**src/rtl/uart_mem_cmd_decoder_if.sv**
```systemverilog
// Bus bundle between the UART/memory debug front end and its environment.
// master: the command decoder (drives memory requests and tx bytes).
// slave : the UART and the memories around it.
interface uart_mem_cmd_decoder_if;
   logic [7:0]  rx_byte;
   logic        rx_valid;
   logic [7:0]  tx_byte;
   logic        tx_valid;
   logic        tx_ready;
   logic        enable;
   logic        write_mem_req;
   logic        target_mem_type;
   logic [8:0]  target_addr;
   logic        rw_flag;
   logic [31:0] uart_rx_data_in;
   logic        instr_mem_tx_data_ready;
   logic [41:0] instr_mem_tx_data;
   logic        data_mem_tx_data_ready;
   logic [41:0] data_mem_tx_data;

   modport master (
      input  rx_byte, rx_valid, tx_ready,
      input  instr_mem_tx_data_ready, instr_mem_tx_data,
      input  data_mem_tx_data_ready, data_mem_tx_data,
      output tx_byte, tx_valid, enable, write_mem_req,
      output target_mem_type, target_addr, rw_flag, uart_rx_data_in
   );

   modport slave (
      output rx_byte, rx_valid, tx_ready,
      output instr_mem_tx_data_ready, instr_mem_tx_data,
      output data_mem_tx_data_ready, data_mem_tx_data,
      input  tx_byte, tx_valid, enable, write_mem_req,
      input  target_mem_type, target_addr, rw_flag, uart_rx_data_in
   );
endinterface

```
**src/rtl/uart_mem_cmd_decoder.sv**
```systemverilog
// Host-side debug front end: assembles UART rx bytes into memory read/write
// and CPU halt/run commands, issues them to the instruction/data memories,
// and serializes read responses (or error bytes) back to the UART.
// Optional feature macro: WRITE_ACK_EN -- when defined, a completed WRITE,
// HALT or RUN answers with a single 0xA5 byte.
module uart_mem_cmd_decoder #(
   parameter int RX_TIMEOUT = 100000,
   parameter int RD_TIMEOUT = 16
) (
   input logic                    clk,
   input logic                    reset,
   uart_mem_cmd_decoder_if.master bus
);

   localparam int RxW = $clog2(RX_TIMEOUT + 1);
   localparam int RdW = $clog2(RD_TIMEOUT + 1);

   localparam logic [1:0] OP_READ  = 2'b00;
   localparam logic [1:0] OP_WRITE = 2'b01;
   localparam logic [1:0] OP_HALT  = 2'b10;
   localparam logic [1:0] OP_RUN   = 2'b11;

   localparam logic [47:0] ERR_BYTE = {8'hEE, 40'h0};
   localparam logic [47:0] ACK_BYTE = {8'hA5, 40'h0};

   typedef enum logic [2:0] {IDLE, GET_ADDR, GET_DATA, ISSUE, WAIT_RD, SEND} state_e;

   state_e      state_q, state_d;
   logic [1:0]  op_q, op_d;
   logic        memType_q, memType_d;
   logic [8:0]  addr_q, addr_d;
   logic [31:0] wdata_q, wdata_d;
   logic [1:0]  byteCnt_q, byteCnt_d;
   logic [RxW-1:0] rxTimer_q, rxTimer_d;
   logic [RdW-1:0] rdTimer_q, rdTimer_d;
   logic [47:0] shift_q, shift_d;
   logic [2:0]  txCnt_q, txCnt_d;
   logic        enable_q, enable_d;
   logic        req_q, req_d;
   logic        tgtType_q, tgtType_d;
   logic [8:0]  tgtAddr_q, tgtAddr_d;
   logic        rw_q, rw_d;
   logic [31:0] tgtData_q, tgtData_d;

   logic        rdReady;
   logic [41:0] rdData;
   logic        rxExpired;
   logic        rdExpired;

   // Only the memory addressed by the outstanding read is listened to.
   assign rdReady   = tgtType_q ? bus.instr_mem_tx_data_ready : bus.data_mem_tx_data_ready;
   assign rdData    = tgtType_q ? bus.instr_mem_tx_data       : bus.data_mem_tx_data;
   // A byte arriving on the expiry cycle wins, hence the rx_valid qualifier.
   assign rxExpired = !bus.rx_valid && (rxTimer_q == RxW'(RX_TIMEOUT - 1));
   assign rdExpired = (rdTimer_q == RdW'(RD_TIMEOUT - 1));

   assign bus.tx_valid        = (state_q == SEND);
   assign bus.tx_byte         = shift_q[47:40];
   assign bus.enable          = enable_q;
   assign bus.write_mem_req   = req_q;
   assign bus.target_mem_type = tgtType_q;
   assign bus.target_addr     = tgtAddr_q;
   assign bus.rw_flag         = rw_q;
   assign bus.uart_rx_data_in = tgtData_q;

   // State register; reset abandons any packet or transmission in flight.
   always_ff @(posedge clk) begin
      if (!reset) begin
         state_q <= IDLE;
      end else begin
         state_q <= state_d;
      end
   end

   // Next-state logic: packet assembly, issue, response wait and byte send.
   always_comb begin
      state_d = state_q;
      unique case (state_q)
         IDLE: begin
            if (bus.rx_valid) begin
               if (bus.rx_byte[7:6] == OP_READ || bus.rx_byte[7:6] == OP_WRITE) begin
                  state_d = GET_ADDR;
               end else begin
`ifdef WRITE_ACK_EN
                  state_d = SEND;
`else
                  state_d = IDLE;
`endif
               end
            end
         end
         GET_ADDR: begin
            if (bus.rx_valid) begin
               state_d = (op_q == OP_WRITE) ? GET_DATA : ISSUE;
            end else if (rxExpired) begin
               state_d = IDLE;
            end
         end
         GET_DATA: begin
            if (bus.rx_valid && byteCnt_q == 2'd3) begin
               state_d = ISSUE;
            end else if (rxExpired) begin
               state_d = IDLE;
            end
         end
         ISSUE: begin
            if (enable_q) begin
               state_d = SEND;
            end else if (op_q == OP_WRITE) begin
`ifdef WRITE_ACK_EN
               state_d = SEND;
`else
               state_d = IDLE;
`endif
            end else begin
               state_d = WAIT_RD;
            end
         end
         WAIT_RD: begin
            if (rdReady || rdExpired) begin
               state_d = SEND;
            end
         end
         SEND: begin
            if (bus.tx_ready && txCnt_q == 3'd1) begin
               state_d = IDLE;
            end
         end
         default: state_d = IDLE;
      endcase
   end

   // Datapath/output next values for each state.
   always_comb begin
      op_d      = op_q;
      memType_d = memType_q;
      addr_d    = addr_q;
      wdata_d   = wdata_q;
      byteCnt_d = byteCnt_q;
      rxTimer_d = rxTimer_q;
      rdTimer_d = rdTimer_q;
      shift_d   = shift_q;
      txCnt_d   = txCnt_q;
      enable_d  = enable_q;
      req_d     = 1'b0;
      tgtType_d = tgtType_q;
      tgtAddr_d = tgtAddr_q;
      rw_d      = rw_q;
      tgtData_d = tgtData_q;
      unique case (state_q)
         IDLE: begin
            rxTimer_d = '0;
            if (bus.rx_valid) begin
               op_d      = bus.rx_byte[7:6];
               memType_d = bus.rx_byte[5];
               addr_d    = {bus.rx_byte[0], 8'h00};
               if (bus.rx_byte[7:6] == OP_HALT) begin
                  enable_d = 1'b0;
               end
               if (bus.rx_byte[7:6] == OP_RUN) begin
                  enable_d = 1'b1;
               end
`ifdef WRITE_ACK_EN
               if (bus.rx_byte[7] == 1'b1) begin
                  shift_d = ACK_BYTE;
                  txCnt_d = 3'd1;
               end
`endif
            end
         end
         GET_ADDR: begin
            if (bus.rx_valid) begin
               addr_d    = {addr_q[8], bus.rx_byte};
               byteCnt_d = 2'd0;
               rxTimer_d = '0;
            end else begin
               rxTimer_d = rxTimer_q + 1'b1;
            end
         end
         GET_DATA: begin
            if (bus.rx_valid) begin
               wdata_d   = {wdata_q[23:0], bus.rx_byte};
               byteCnt_d = byteCnt_q + 2'd1;
               rxTimer_d = '0;
            end else begin
               rxTimer_d = rxTimer_q + 1'b1;
            end
         end
         ISSUE: begin
            rdTimer_d = '0;
            if (enable_q) begin
               shift_d = ERR_BYTE;
               txCnt_d = 3'd1;
            end else begin
               req_d     = 1'b1;
               tgtType_d = memType_q;
               tgtAddr_d = addr_q;
               rw_d      = (op_q == OP_WRITE);
               if (op_q == OP_WRITE) begin
                  tgtData_d = wdata_q;
`ifdef WRITE_ACK_EN
                  shift_d   = ACK_BYTE;
                  txCnt_d   = 3'd1;
`endif
               end
            end
         end
         WAIT_RD: begin
            if (rdReady) begin
               shift_d = {6'b0, rdData};
               txCnt_d = 3'd6;
            end else if (rdExpired) begin
               shift_d = ERR_BYTE;
               txCnt_d = 3'd1;
            end else begin
               rdTimer_d = rdTimer_q + 1'b1;
            end
         end
         SEND: begin
            if (bus.tx_ready) begin
               shift_d = {shift_q[39:0], 8'h00};
               txCnt_d = txCnt_q - 3'd1;
            end
         end
         default: ;
      endcase
   end

   // Datapath/output registers; the CPU comes out of reset running.
   always_ff @(posedge clk) begin
      if (!reset) begin
         op_q      <= OP_READ;
         memType_q <= 1'b0;
         addr_q    <= '0;
         wdata_q   <= '0;
         byteCnt_q <= '0;
         rxTimer_q <= '0;
         rdTimer_q <= '0;
         shift_q   <= '0;
         txCnt_q   <= '0;
         enable_q  <= 1'b1;
         req_q     <= 1'b0;
         tgtType_q <= 1'b0;
         tgtAddr_q <= '0;
         rw_q      <= 1'b0;
         tgtData_q <= '0;
      end else begin
         op_q      <= op_d;
         memType_q <= memType_d;
         addr_q    <= addr_d;
         wdata_q   <= wdata_d;
         byteCnt_q <= byteCnt_d;
         rxTimer_q <= rxTimer_d;
         rdTimer_q <= rdTimer_d;
         shift_q   <= shift_d;
         txCnt_q   <= txCnt_d;
         enable_q  <= enable_d;
         req_q     <= req_d;
         tgtType_q <= tgtType_d;
         tgtAddr_q <= tgtAddr_d;
         rw_q      <= rw_d;
         tgtData_q <= tgtData_d;
      end
   end

endmodule

```
**src/flat_wrapper.sv**
```systemverilog
// flat-port wrapper written by rule: the top's interface ports become plain ports
module uart_mem_cmd_decoder_flat 
#(
   parameter int RX_TIMEOUT = 100000,
   parameter int RD_TIMEOUT = 16
)
  (clk, reset, bus_rx_byte, bus_rx_valid, bus_tx_ready, bus_instr_mem_tx_data_ready, bus_instr_mem_tx_data, bus_data_mem_tx_data_ready, bus_data_mem_tx_data, bus_tx_byte, bus_tx_valid, bus_enable, bus_write_mem_req, bus_target_mem_type, bus_target_addr, bus_rw_flag, bus_uart_rx_data_in);
  uart_mem_cmd_decoder_if bus_i ();
  input logic clk;
  input logic reset;
  input wire logic [$bits(bus_i.rx_byte)-1:0] bus_rx_byte;
  input wire logic [$bits(bus_i.rx_valid)-1:0] bus_rx_valid;
  input wire logic [$bits(bus_i.tx_ready)-1:0] bus_tx_ready;
  input wire logic [$bits(bus_i.instr_mem_tx_data_ready)-1:0] bus_instr_mem_tx_data_ready;
  input wire logic [$bits(bus_i.instr_mem_tx_data)-1:0] bus_instr_mem_tx_data;
  input wire logic [$bits(bus_i.data_mem_tx_data_ready)-1:0] bus_data_mem_tx_data_ready;
  input wire logic [$bits(bus_i.data_mem_tx_data)-1:0] bus_data_mem_tx_data;
  output wire logic [$bits(bus_i.tx_byte)-1:0] bus_tx_byte;
  output wire logic [$bits(bus_i.tx_valid)-1:0] bus_tx_valid;
  output wire logic [$bits(bus_i.enable)-1:0] bus_enable;
  output wire logic [$bits(bus_i.write_mem_req)-1:0] bus_write_mem_req;
  output wire logic [$bits(bus_i.target_mem_type)-1:0] bus_target_mem_type;
  output wire logic [$bits(bus_i.target_addr)-1:0] bus_target_addr;
  output wire logic [$bits(bus_i.rw_flag)-1:0] bus_rw_flag;
  output wire logic [$bits(bus_i.uart_rx_data_in)-1:0] bus_uart_rx_data_in;
  assign bus_i.rx_byte = bus_rx_byte;
  assign bus_i.rx_valid = bus_rx_valid;
  assign bus_i.tx_ready = bus_tx_ready;
  assign bus_i.instr_mem_tx_data_ready = bus_instr_mem_tx_data_ready;
  assign bus_i.instr_mem_tx_data = bus_instr_mem_tx_data;
  assign bus_i.data_mem_tx_data_ready = bus_data_mem_tx_data_ready;
  assign bus_i.data_mem_tx_data = bus_data_mem_tx_data;
  assign bus_tx_byte = bus_i.tx_byte;
  assign bus_tx_valid = bus_i.tx_valid;
  assign bus_enable = bus_i.enable;
  assign bus_write_mem_req = bus_i.write_mem_req;
  assign bus_target_mem_type = bus_i.target_mem_type;
  assign bus_target_addr = bus_i.target_addr;
  assign bus_rw_flag = bus_i.rw_flag;
  assign bus_uart_rx_data_in = bus_i.uart_rx_data_in;
  uart_mem_cmd_decoder #(.RX_TIMEOUT(RX_TIMEOUT), .RD_TIMEOUT(RD_TIMEOUT)) u_core (.clk(clk), .reset(reset), .bus(bus_i));
endmodule
```
**config.mk**
```make
export PLATFORM = sky130hd
export DESIGN_NAME = uart_mem_cmd_decoder_flat
export DESIGN_NICKNAME = d
export VERILOG_FILES = /design/src/rtl/uart_mem_cmd_decoder_if.sv /design/src/rtl/uart_mem_cmd_decoder.sv /design/src/flat_wrapper.sv
export SDC_FILE = /design/constraint.sdc
export NUM_CORES = 1
export LEC_CHECK = 0
export CELL_PAD_IN_SITES_DETAIL_PLACEMENT = 1
export CELL_PAD_IN_SITES_GLOBAL_PLACEMENT = 1
export CORE_MARGIN = 2
export CORE_UTILIZATION = 39
export DETAILED_ROUTE_END_ITERATION = 12
export PLACE_DENSITY = 0.88
export SLEW_MARGIN = 25
export SYNTH_ARGS = -nofsm -noshare
export SYNTH_HDL_FRONTEND = slang
export SYNTH_SLANG_ARGS = --single-unit
```
**constraint.sdc**
```tcl
create_clock -name clk -period 2.84 [get_ports clk]
set_clock_uncertainty 0.1 [all_clocks]
set_input_delay 0.568 -clock clk [delete_from_list [all_inputs] [get_ports clk]]
set_output_delay 0.568 -clock clk [all_outputs]
set_load 0.02 [all_outputs]
```
==> summary.txt <==
Outcome
  • Status: finished clean

Routing
  • Final wirelength: 21,600 um
  • Routed len/inst: 17.17 um
  • Post-route DRC: 0
  • Vias per Instance: ~5.4
  • Post-route ant nets: 0
  • Vias: 6,745
  • DRT iter0 DRCs: between 300 and 400
  • Pre-antenna DRT Iters: 4

Critical path
  • Critical path class: register to primary output
  • Max FO, Critical Path: 8
  • Startpoint Class: register
  • WP data arrival: 2.05 ns
  • CP endpoint kind: primary output
  • Reg-to-reg slack, setup: 0.45 ns
  • R2R cell count: 8
  • Worst reg2reg path startpoint: u_core.rdTimer_q[0]
  • Worst EP required: 2.17 ns
  • Critical R2R Capture: u_core.shift_q[21]

Layout
  • Layout area overhead: 30.73%
  • # diodes: 0
  • Layout cell share with drive strength beyond 1: 6.112%
  • Layout Cells excl Fill: 1,258
  • Final nets: 1,090
  • FILL cells: between 2,000 and 2,500

Synthesis
  • Post-Synthesis Net Count: between 900 and 1,000
  • Area leader, netlist: dfxtp_1
  • Share of the synthesized area in the top cell type: between 40% and 50%
  • Synth cell count leaders: 211 x nand2_1, 167 x dfxtp_1, 88 x a21boi_0
  • Synthesized cell area: 0.007552 sq mm
  • Synthesis Warnings: 0
  • Top cells by area, synth: dfxtp_1 44%, nand2_1 10%, a21boi_0 8.7%
  • Synth Area per Inst: just under 9 sq um
  • Unique masters post-synth: around 50
  • Count leader, synth: nand2_1
  • Flops & latches, synth: 167
  • Synth Instances: 872
  • Post-synthesis sequential area ratio: 44.27%
  • Top_reg_cell synth: dfxtp_1
  • Post-synth EDFFs: 0
  • Asr flop ratio synth: 0%

Clock tree
  • Worst skew pair latency: approximately 0.43 ns
  • Cts hold-fix bufs: 0
  • H-tree Lvls: 4
  • Root buf cell: clkbuf_16
  • PostCTS Resize Cnt: 0
  • TritonCTS Buffers: 17
  • Worst-path clk slew: 0.06 ns
  • Clk buf depth: 2
  • Post-CTS Setup Bufs: 0
  • CTS sink cnt: 167
  • CTS tree: yes

Power
  • Maximum VDD drop: 0.4036 mV
  • Pwr Total: 5194 uW
  • Pwr/cell area: 526.1 mW/mm^2
  • Leak pwr: 0.003647 uW

Die
  • IO Pins: 152
  • Die width: 143.2 um
  • Core footprint: 0.01883 sq mm
  • Row count: 50
  • Die area: ~0.020 sq mm
  • Initial Util: 40.11%
  • Die Ht: 143.2 um

STA
  • Fin Setup TNS: 0 ns
  • Final hold vios: 0
  • Max Freq: 367.5 MHz
  • RSZ-0062 raised after global routing: false
  • Final Setup Violations: 0
  • Slew @ Worst Pin: 0.8402 ns
  • Slew Limit Fails: 0
  • Fin crit period: 2.721 ns
  • Tcrit/Tclk final: 95.81%
  • Setup ws final: 0.1189 ns
  • Relative slew margins: 43.55%

GRT
  • First-pass GRT wire length: 35,450 um
  • Vias in the first global route: just over 7,000
  • Gr ovfl total: 0
  • Largest net degree at the start of global routing: 80
  • Aggregate global-route resource usage: 21.76%
  • Initial antenna violation count: 1

Min path
  • HP Class: register to register
  • Critical hold path startpoint: u_core.shift_q[47]
  • Worst Hold Path EP: u_core.shift_q[47]
  • Hold Path Stages: 2

Placement
  • Placed cell count: around 1,200
  • Setup WS pre-CTS: 0.2145 ns
  • Gpl congestion: 0.7764
  • Post-DP HPWL: 14,590 um
  • I/O Buffers: 151

Run
  • # Max-Cap Violations: 0
-- how the worst max path moves through the flow --
stage / slack (ns) / to / depth (start not counted) / startpoint
after global routing: 0.005 / bus_tx_valid / 4 / u_core.state_q[2]
after floorplan: 0.54 / u_core.shift_q[33] / 9 / u_core.rdTimer_q[0]
after global placement: 0.25 / u_core.txCnt_q[2] / 6 / bus_data_mem_tx_data_ready
after detailed placement: 0.21 / u_core.wdata_q[3] / 6 / bus_rx_valid
after CTS: 0.09 / bus_tx_valid / 4 / u_core.state_q[2]
final: 0.12 / bus_tx_valid / 4 / u_core.state_q[2]
-- worst max-delay path: stages (launching register included) --
cell,delay (ns)
dfxtp_1,0.47
nor2b_1,0.28
nand2_1,0.13
clkinv_1,0.11
clkdlybuf4s50_1,0.64
-- power by group --
group          total, uW  internal [uW]  switching (uW)
registers           2400           2370            29.7
clock network       2410           1420             994
logic                382            215             166
total               5190           4000            1190
-- layout by cell type, fill, tap and decap left out, types with 2 or more instances in the layout --
master             n
buf_4             16
mux2i_1           46
inv_1              7
o211a_1           36
a22oi_1           10
and2_1             6
dfxtp_1          166
clkinvlp_4         2
xor2_1             4
a21oi_1           23
nand2_1          211
o211ai_1          45
a31oi_1            4
nor3_1             3
or3_1              3
nand3_1           11
and3_1             6
nor2b_1           33
nand2b_1           8
inv_6              4
nand3b_1           4
nand4_1            6
ha_1               6
nand4b_1           3
nor2_1            25
a21boi_0          88
clkbuf_16         17
clkdlybuf4s50_1  150
clkinv_4           3
bufinv_16          3
o22ai_1            2
buf_12             5
o21ai_0           17
-- registers in the layout, summed over array words and instances (netlist names) --
| signal | cells |
|---|---|
| u_core.bus.write_mem_req | 1 |
| u_core.bus.uart_rx_data_in | 32 |
| u_core.op_q | 2 |
| u_core.txCnt_q | 3 |
| u_core.wdata_q | 32 |
| u_core.rdTimer_q | 5 |
| u_core.rxTimer_q | 17 |
| u_core.bus.target_mem_type | 1 |
| u_core.bus.enable | 1 |
| u_core.state_q | 3 |
| u_core.addr_q | 9 |
| u_core.bus.rw_flag | 1 |
| u_core.bus.target_addr | 9 |
| u_core.memType_q | 1 |
| u_core.byteCnt_q | 2 |
| u_core.shift_q | 48 |
-- routing by layer --
layer	wire (um)	share of wire, %	GRT usage (%)
met5	13	0.060	0
met4	386	1.8	7.295
met3	844	3.9	4.628
met2	11360	53	40.17
met1	8994	42	24.75
-- metrics by stage --
stage	util (%)	area, sq um	hold slack, ns
after floorplan	-	7552	0.3403
after detailed placement	49.20	9264	0.3567
after global routing	52.43	9873	0.3869
after CTS	52.43	9873	0.3658
after global placement	49.20	9264	0.3493
final	52.43	9873	0.3592
-- logic make-up (layout without fill, tap and decap cells) --
kind of cell	count (synthesis)	in the layout	synth area share (%)
AOI/OAI and AO/OA	235	235	23.54
xor gates and xnor gates	4	4	0.4638
adders and majority gates	6	6	0.9940
buffers and inverters	84	210	4.970
DFF	167	167	44.27
muxes	47	47	6.295
and+or+nand+nor	329	329	19.47
-- area by class of cell --
class / instances / area [sq um] / share of cell area [%]
Sequential cell: 167 / 3344 / 33.87
Clock inverter: 12 / 166.4 / 1.685
Clock buffer: 19 / 442.9 / 4.486
Timing Repair Buffer: 171 / 1722 / 17.44
Tap cell: 260 / 325.3 / 3.295
Multi-Input combinational cell: 621 / 3842 / 38.92
Inverter: 8 / 30.03 / 0.3041
Power figures use the tool's default switching activity.
==> edit: new RTL, config.mk and constraints unchanged <==
`shift_q` no longer has a reset.
--- a/src/rtl/uart_mem_cmd_decoder.sv
+++ b/src/rtl/uart_mem_cmd_decoder.sv
@@ -236,7 +236,6 @@
          byteCnt_q <= '0;
          rxTimer_q <= '0;
          rdTimer_q <= '0;
-         shift_q   <= '0;
          txCnt_q   <= '0;
          enable_q  <= 1'b1;
          req_q     <= 1'b0;
@@ -252,7 +251,6 @@
          byteCnt_q <= byteCnt_d;
          rxTimer_q <= rxTimer_d;
          rdTimer_q <= rdTimer_d;
-         shift_q   <= shift_d;
          txCnt_q   <= txCnt_d;
          enable_q  <= enable_d;
          req_q     <= req_d;
@@ -263,5 +261,9 @@
       end
    end
 
+   always_ff @(posedge clk) begin
+      shift_q <= shift_d;
+   end
+
 endmodule
 
Behaviour: differs if reset is asserted again (counterexample within 4 cycles, from zero or initial values and one cycle with reset low); with reset held inactive, the same outputs for 4 cycles.
==> edit against the unedited design <==
Setup slack worse by 0.036 ns. Critical path type unchanged. Routed wire length down 3.5%. Cell count down 6.1%. Worst hold slack worse by 0.0042 ns. Die area down 2.9%. Sequential cell count unchanged. Power up 3.2%. Register-to-register slack better by 0.17 ns. Largest power group unchanged. Non-clock buffer count unchanged. Area after synthesis down 3.0%. Final area down 1.8%.
==> edit: results (changes against the unedited design) <==
* R2R setup slack at 0.62 ns (+0.17 ns)
* Synth-to-layout area growth at 32.3%
* Sequential cell count at 167 (unchanged)
* Distinct cells, synth at 68 (+39%)
* Largest net degree at the start of global routing at 51 (-36%)
* Multi-Input Combinational at 565 (-9.0%)
* Signal inverters at 12 (+4)
* Status: completed
* # nets final at 1038 (-4.8%)
* Worst setup margin at 0.0833 ns (-0.0356 ns)
* Vias in the first global route at 6528 (-8.3%)
* Met3 Wirelength at 622 microns (-26%)
* Register Area at 3820 sq um (+14%)
* Met3 usage at 4.28% (-0.35 points)
* Fillers at 2112 (-3.3%)
* Routing usage on met1 at 25.5% (+0.78 points)
* R2R cell count at 4 (-4)
* Max FO, Critical Path at 9 (+1)
* Post-synthesis cell count at 805 (-7.7%)
* Cells after DPL at 1149 (-6.4%)
* Top sig layer: met4
* EDFF count, synth at 48 (+48)
* Synth Area in Compound Gates at 13.9% (-9.7 points)
* Synth top area cells: dfxtp_1 (33%), edfxtp_1 (20%), nand2_1 (11%)
* Pre-CTS setup slack at 0.340 ns (+0.126 ns)
* Most instantiated cells after synthesis: nand2_1 (213), dfxtp_1 (119), a21oi_1 (86)
* Fraction of area in multi-input gates at 32.7% (-6.2 points)
* Average size of a mapped cell at 9.10 sq um (+5.1%)
* Adder-cell share of the synthesized area at 1.02% (+0.030 points)
* Clock buffer cells at 20 (+1)
* Hold Path Sink: u_core.bus.uart_rx_data_in[12]
* First-pass GRT wire length at 33.9 mm (-4.3%)
* RD Place Congestion at 0.822 (+5.8%)
* Static Leakage at 0.00319 uW (-12%)
* DR vias at 6282 (-6.9%)
* Met2 WL at 10.9 mm (-4.4%)
* Final Non-Filler Cells at 1181 (-6.1%)
* Final hold slack at 0.355 ns (-0.00417 ns)
* Mux contribution to synthesized area at 6.71% (+0.41 points)
* Initial antenna violation count at 0 (-1)
* Max VDD drop at 0.411 mV (+1.9%)
* Reg2reg start: u_core.bus.target_mem_type
[edit: cell count changes after synthesis, sizes merged, moves of 13 or more]
cell    unedited run  this run
o211a             36         1
edfxtp             0        48
clkbuf            58        25
a21boi            88         0
o21ai             17        41
dfxtp            167       119
a21oi             23        86
buf               18        36
nor2              26        39
o211ai            45         8
nor2b             33         7
[edit: power by group through the flow]
| stage | registers (uW) | logic (uW) | clock network [uW] |
|---|---|---|---|
| 4_1_cts | 2480 | 361 | 2570 |
| 6_report | 2480 | 358 | 2530 |
| 2_1_floorplan | 2530 | 159 | 0 |
| 3_5_place_dp | 2530 | 357 | 0 |
| 3_3_place_gp | 2530 | 346 | 0 |
| 5_1_grt | 2480 | 388 | 2680 |
[edit: critical path, stage by stage (launching register included)]
cell and delay [ns]:
dfxtp_1 0.56, nand3b_2 0.33, inv_2 0.13, clkdlybuf4s50_1 0.62
